## src/rtl/ripple_pkg.sv

```systemverilog
// Shared constants for the ripple-carry adder datapath: adder width and the
// bit-counter width helper used by serializer, deserializer and benches.
package ripple_pkg;
  localparam int ADDER_WIDTH = 8;

  function automatic int cnt_w(input int width);
    return $clog2(width);
  endfunction

  localparam int ADDER_CNT_W = cnt_w(ADDER_WIDTH);
endpackage

```

## src/rtl/ripple_sum_deserializer.sv

```systemverilog
// Collects the LSB-first sum stream of the ripple adder into WIDTH-bit words,
// capturing cout on the last bit, behind a one-word valid/ready output buffer.
module ripple_sum_deserializer
  import ripple_pkg::*;
#(
  parameter int WIDTH = ADDER_WIDTH
) (
  input  logic             clk,
  input  logic             rst_n,
  input  logic             in_valid,
  output logic             in_ready,
  input  logic             in_sum,
  input  logic             in_cout,
  input  logic             in_flush,
  output logic             out_valid,
  input  logic             out_ready,
  output logic [WIDTH-1:0] out_data,
  output logic             out_cout
);
  localparam int CW = cnt_w(WIDTH);
  localparam logic [CW-1:0] LAST = CW'(WIDTH - 1);

  logic [CW-1:0]    bit_cnt_q, bit_cnt_d;
  logic [WIDTH-2:0] partial_q, partial_d;
  logic [WIDTH-1:0] out_data_q, out_data_d;
  logic             out_cout_q, out_cout_d;
  logic             out_valid_q, out_valid_d;

  logic is_last, beat, drain, final_beat;

  assign is_last    = (bit_cnt_q == LAST);
  // Only the final bit needs the output slot, so only it can be stalled.
  assign in_ready   = !(is_last && out_valid_q && !out_ready);
  assign beat       = in_valid && in_ready && !in_flush;
  assign drain      = out_valid_q && out_ready;
  assign final_beat = beat && is_last;

  always_comb begin
    bit_cnt_d   = bit_cnt_q;
    partial_d   = partial_q;
    out_data_d  = out_data_q;
    out_cout_d  = out_cout_q;
    out_valid_d = out_valid_q;
    if (in_flush) begin
      bit_cnt_d = '0;
      partial_d = '0;
    end else if (final_beat) begin
      out_data_d = {in_sum, partial_q};
      out_cout_d = in_cout;
      bit_cnt_d  = '0;
      partial_d  = '0;
    end else if (beat) begin
      partial_d[bit_cnt_q] = in_sum;
      bit_cnt_d            = bit_cnt_q + CW'(1);
    end
    // A load in the same cycle as a drain keeps valid high with no bubble.
    if (final_beat)  out_valid_d = 1'b1;
    else if (drain)  out_valid_d = 1'b0;
  end

  always_ff @(posedge clk) begin
    if (!rst_n) begin
      bit_cnt_q   <= '0;
      partial_q   <= '0;
      out_data_q  <= '0;
      out_cout_q  <= 1'b0;
      out_valid_q <= 1'b0;
    end else begin
      bit_cnt_q   <= bit_cnt_d;
      partial_q   <= partial_d;
      out_data_q  <= out_data_d;
      out_cout_q  <= out_cout_d;
      out_valid_q <= out_valid_d;
    end
  end

  assign out_data  = out_data_q;
  assign out_cout  = out_cout_q;
  assign out_valid = out_valid_q;
endmodule
```

## config.mk

```make
export PLATFORM = sky130hd
export DESIGN_NAME = ripple_sum_deserializer
export DESIGN_NICKNAME = d
export VERILOG_FILES = /design/src/rtl/ripple_pkg.sv /design/src/rtl/ripple_sum_deserializer.sv
export SDC_FILE = /design/constraint.sdc
export NUM_CORES = 1
export LEC_CHECK = 0
export CORE_MARGIN = 2
export CORE_UTILIZATION = 53
export CTS_BUF_LIST = sky130_fd_sc_hd__clkbuf_4 sky130_fd_sc_hd__clkbuf_8
export DETAILED_ROUTE_END_ITERATION = 7
export PLACE_DENSITY = 0.81
export SYNTH_ARGS = -nofsm -noshare
export SYNTH_HDL_FRONTEND = slang
export SYNTH_SLANG_ARGS = --single-unit
```

## constraint.sdc

```tcl
create_clock -name clk -period 1.85 [get_ports clk]
set_clock_uncertainty 0.05 [all_clocks]
set_input_delay 0.185 -clock clk [delete_from_list [all_inputs] [get_ports clk]]
set_output_delay 0.185 -clock clk [all_outputs]
set_load 0.005 [all_outputs]
```

# Yosys cells after proc, flatten, opt, wreduce, memory -nomap -nowiden
# Index checks and enable logic that the tools add are counted.
# classes
add_sub_neg,1
n_mul,0
div_mod_pow,0
magnitude_cmp,2
n_eq_ne,1
shifts,0
mux,5
bitwise_logic,2
n_reduce_logical,13
# op_table
op,n
bitwise mux 7 bit,1
logical AND 1 bit,7
< comparator 3 x 4 -> 1 bit (second input constant),1
adder 3 x 1 -> 3 bit (second input constant),1
demux 1 bit (select 3 bit),1
== test 3 bit (second input constant),1
greater-or-equal comparator 3 x 1 -> 1 bit (second input constant),1
logical NOT 1 bit,3
two-way mux 1 bit,3
OR reduction 3 bit,1
NOT 1 bit,2
AND reduction 2 bit,1
nonzero test 2 bit,1
# totals
regBits,20
latch_bits,0
mem_bits_rw,0
rom_bits,0
in_bits,7
output_inout_bits,11
wordCells,29
n_memories,0

# Logic depth before layout (Yosys ltp)
# depth
depth_word,8
ltp_mapped,7
ltp_nobuf,6

# Worst setup path after synthesis
# OpenSTA, ideal clock, no wires.
# synth_path
path_type,register to register
start,register bit_cnt_q[0]
end,register partial_q[1]
setup_time_ps,130
arrival_time_ps,1336
required_ps,1670
setup_slack_ps,333
path_stages_with_launch,8
path_buffers,1
period_less_slack_ps,1517
path_cell_list,dfxtp_1 > ha_1 > ha_1 > and3b_1 > inv_2 > buf_6 > nand4_1 > mux2i_1
# synth_between
elab_chain_len,8
word_cells_on_any_way,14
classes_between,2 x order compare; 1 x eq/ne; 3 x mux; 8 x reduce/logical
# synth_lines
item,line,rtl
from (decl),ripple_sum_deserializer.sv:23,"logic [CW-1:0] bit_cnt_q, bit_cnt_d;"
from (signal assigned),ripple_sum_deserializer.sv:69,bit_cnt_q <= bit_cnt_d;
== test 3 bit (*),ripple_sum_deserializer.sv:31,assign is_last = (bit_cnt_q == LAST);
logical AND 1 bit (*) (2 in series),ripple_sum_deserializer.sv:33,assign in_ready = !(is_last && out_valid_q && !out_ready);
logical NOT 1 bit (*),ripple_sum_deserializer.sv:33,
net in_ready,ripple_sum_deserializer.sv:11,"output logic in_ready,"
logical AND 1 bit (*) (2 in series),ripple_sum_deserializer.sv:34,assign beat = in_valid && in_ready && !in_flush;
logical AND 1 bit,ripple_sum_deserializer.sv:36,assign final_beat = beat && is_last;
OR reduction 3 bit (no source line),n/a,
to (signal assigned),ripple_sum_deserializer.sv:70,partial_q <= partial_d;
to (decl),ripple_sum_deserializer.sv:24,"logic [WIDTH-2:0] partial_q, partial_d;"
# The timed path passes the listed nets; every way through them passes the cells marked *.
# A chain may end at the register's enable or synchronous reset.

# Worst setup path after layout
# layout_path
start,register bit_cnt_q[1]
end,output in_ready
# layout_between
elab_chain_len,4
# layout_lines
item,line
== test 3 bit,ripple_sum_deserializer.sv:31
logical AND 1 bit (2 in series),ripple_sum_deserializer.sv:33
logical NOT 1 bit,ripple_sum_deserializer.sv:33
to (decl),ripple_sum_deserializer.sv:11
# No other way between the ends.

==> metrics.cfg <==
[sta]
period_needed_ns=1.75
setup_viol=0
finalHoldViolCount=0
fin_setup_tns_ns=0
finalCritPeriodShare_pct=94.5
rsz0062_at_grt=no
drv_slew=0
slew_headroom_pct=60.8
worstMarginPinSlew_ns=0.585
max_freq_ghz=0.572

[synthesis]
synth_compound_area_share_pct=22.5
synth.distinct_cells=23
synthMuxAreaShare_pct=7.24
syn_nets=114
ys_ff_latch=20
ys_seq_area_share_pct=41.4
synthSimpleGateAreaFrac_pct=19.4
synth_xor_area_share_pct=0
netlist_instances=105
synth_top_family_by_area=compound AO/OA/AOI/OAI gates
post_synth.cell_area_avg_um2=9.21
syn-cell-area_um2=967
yosys_warnings=0
synthAdderAreaFrac_pct=2.59

[critical_path]
worstPathArrival_ns=1.51
crit_required_ns=1.62
crit_type=reg -> out
reg2reg_depth=6
rr_endpoint=partial_q[6]
end_kind=output pin
r2r-start=bit_cnt_q[0]
cp_max_fo=2
startpoint_type=register
r2r_slack_ns=0.11

[pwr]
switching_power_uw=161
p_comb_share_pct=7.6
p_int_uw=529
power_uw=689
p_leak_uw=0.000442
clockPowerShare_pct=29.9
seqPwrFrac_pct=62.6
p_per_area_mw_per_mm2=570
p_sw_share_pct=23.3
vdd_drop_max_v=0.000355

[hold_path]
hold_path_class=in -> reg
min_to=out_cout
hold_start=in_cout
whs_path_depth=3

[placement]
gp_congestion=0.825
dp_hpwl_um=1690
placement.io_buffers=17

[global_routing]
antenna_found_initial=0
grt_usage_pct=25.7
grt_pass1_vias=866
grt_max_degree=16
grt_pass1_wl_um=3960
gr-total-overflow=0

[final_layout]
final_cell_mix=19 x dfxtp_1, 16 x clkdlybuf4s50_1, 13 x nand4_1, 13 x a21oi_1
layout_commonest_cell=dfxtp_1
fin_nets=137
area_growth_pct=25.1
n_antenna_cell=0
layout-drive-gt1-share_pct=14.3

[detailed_routing]
antenna_left=0
firstDrtPassIters=4
via_count=926
initialDrtViolationCount=46
finalWirelength_um=2430
via_per_inst=6.13
wl_per_cell_um=16.1
drc=0

[floorplanning]
dieHeight_um=46.7
io_pins=18
die-area_mm2=0.00218
core_mm2=0.00173
rows=15
chipWidth_um=46.7
start_util_pct=56.0

[outcome]
status=completed

[flow_run]
cap_viol_max_count=0

[clocking]
cts_root_buf=clkbuf_4
clk_pin_slew_ns=0.11
cts_tree=yes
cts.path.max_buffers=2
clk_latency_ns=0.30
cts_sinks=20
h-tree-depth=1
numCtsBuffers=3

-- worst max-delay path by stage --
| stage | from | end | slack (ns) | depth (start not counted) |
|---|---|---|---|---|
| 4_1_cts | out_valid | bit_cnt_q[2] | 0.01 | 3 |
| 5_1_grt | bit_cnt_q[0] | partial_q[4] | 0.002 | 6 |
| 2_1_floorplan | bit_cnt_q[0] | partial_q[1] | 0.33 | 7 |
| 3_5_place_dp | out_ready | bit_cnt_q[2] | -0.13 | 4 |
| 3_3_place_gp | out_ready | bit_cnt_q[1] | -0.04 | 4 |
| 6_report | bit_cnt_q[1] | in_ready | 0.10 | 5 |
-- worst max-delay path, stage by stage, from the launching register on --
cell           delay, ns
dfxtp_4             0.36
ha_1                0.18
ha_1                0.19
and3b_2             0.21
inv_2               0.05
dlygate4sd2_1       0.22
-- sequential cells by signal (all words and copies together) (netlist names) --
register / flops
partial_q: 7
bit_cnt_q: 3
out_cout: 1
out_data: 8
out_valid: 1
-- power by group through the flow --
stage,clock network [uW],logic [uW],registers (uW)
after floorplan,0,25.1,443
after global placement,0,48.1,442
after detailed placement,0,50.2,443
after CTS,206,50.9,431
after global routing,225,56.1,432
final,206,52.0,431
-- kinds of logic after synthesis --
family,after synthesis
AO/OA/AOI/OAI,34
adder cells (fa/ha/maj),2
buffers and inverters,11
flip-flops,20
multiplexers,7
AND/OR/NAND/NOR,31
-- cell usage after synthesis --
library cell,instances,area [um2]
dfxtp_1,20,400
a21oi_1,13,65.1
nand4_1,13,81.3
o31ai_1,9,67.6
mux2i_1,7,70.1
o211ai_1,7,52.6
nand3_1,5,25.0
nor2b_1,4,25.0
o21ai_0,4,20.0
buf_2,2,10.0
buf_4,2,15.0
buf_6,2,22.5
clkbuf_1,2,7.51
clkinv_1,2,7.51
ha_1,2,25.0
nand2_1,2,7.51
nand2b_1,2,12.5
nor2_1,2,7.51
and2b_1,1,7.51
and3b_1,1,8.76
inv_2,1,3.75
nor3b_2,1,12.5
o211ai_2,1,12.5
-- through the flow --
step                      utilization [%]  hold WS (ns)  cell area, um2  cells  worst slack [ns]
after floorplan                         -         0.285             967    105             0.333
after global placement               67.5         0.406            1170    146           -0.0432
after detailed placement             67.5         0.413            1170    146            -0.132
after CTS                            69.9         0.410            1210    151            0.0125
after global routing                 70.1         0.414            1210    151           0.00200
final                                70.1         0.396            1210    151             0.102
-- per-layer routing --
| metal | wire length (um) | track usage (%) | vias to the layer above | share of wire, % |
|---|---|---|---|---|
| met2 | 1220 | 43.3 | 33 | 50 |
| met1 | 1080 | 33.6 | 442 | 45 |
| met5 | 0 | 0 | - | 0 |
| li1 | - | - | 447 | - |
| met4 | 25 | 8.89 | 0 | 1.0 |
| met3 | 103 | 3.92 | 4 | 4.2 |
-- cell type report --
cell class	instances	area (um2)
fill	152	517
clock buffer	3	22.5
timing repair buffer	26	236
inverter	3	11.3
tap	25	31.3
multi-input combinational	74	504
sequential	20	404
-- timing repair --
action | in CTS | in global routing
setup buffers | 2 | 0
resized for setup | 4 | 1
hold buffers | 0 | 0
endpoints found under the hold margin | 0 | 0
setup endpoints to repair | 1 | 17
(Power assumes the default switching activity.)
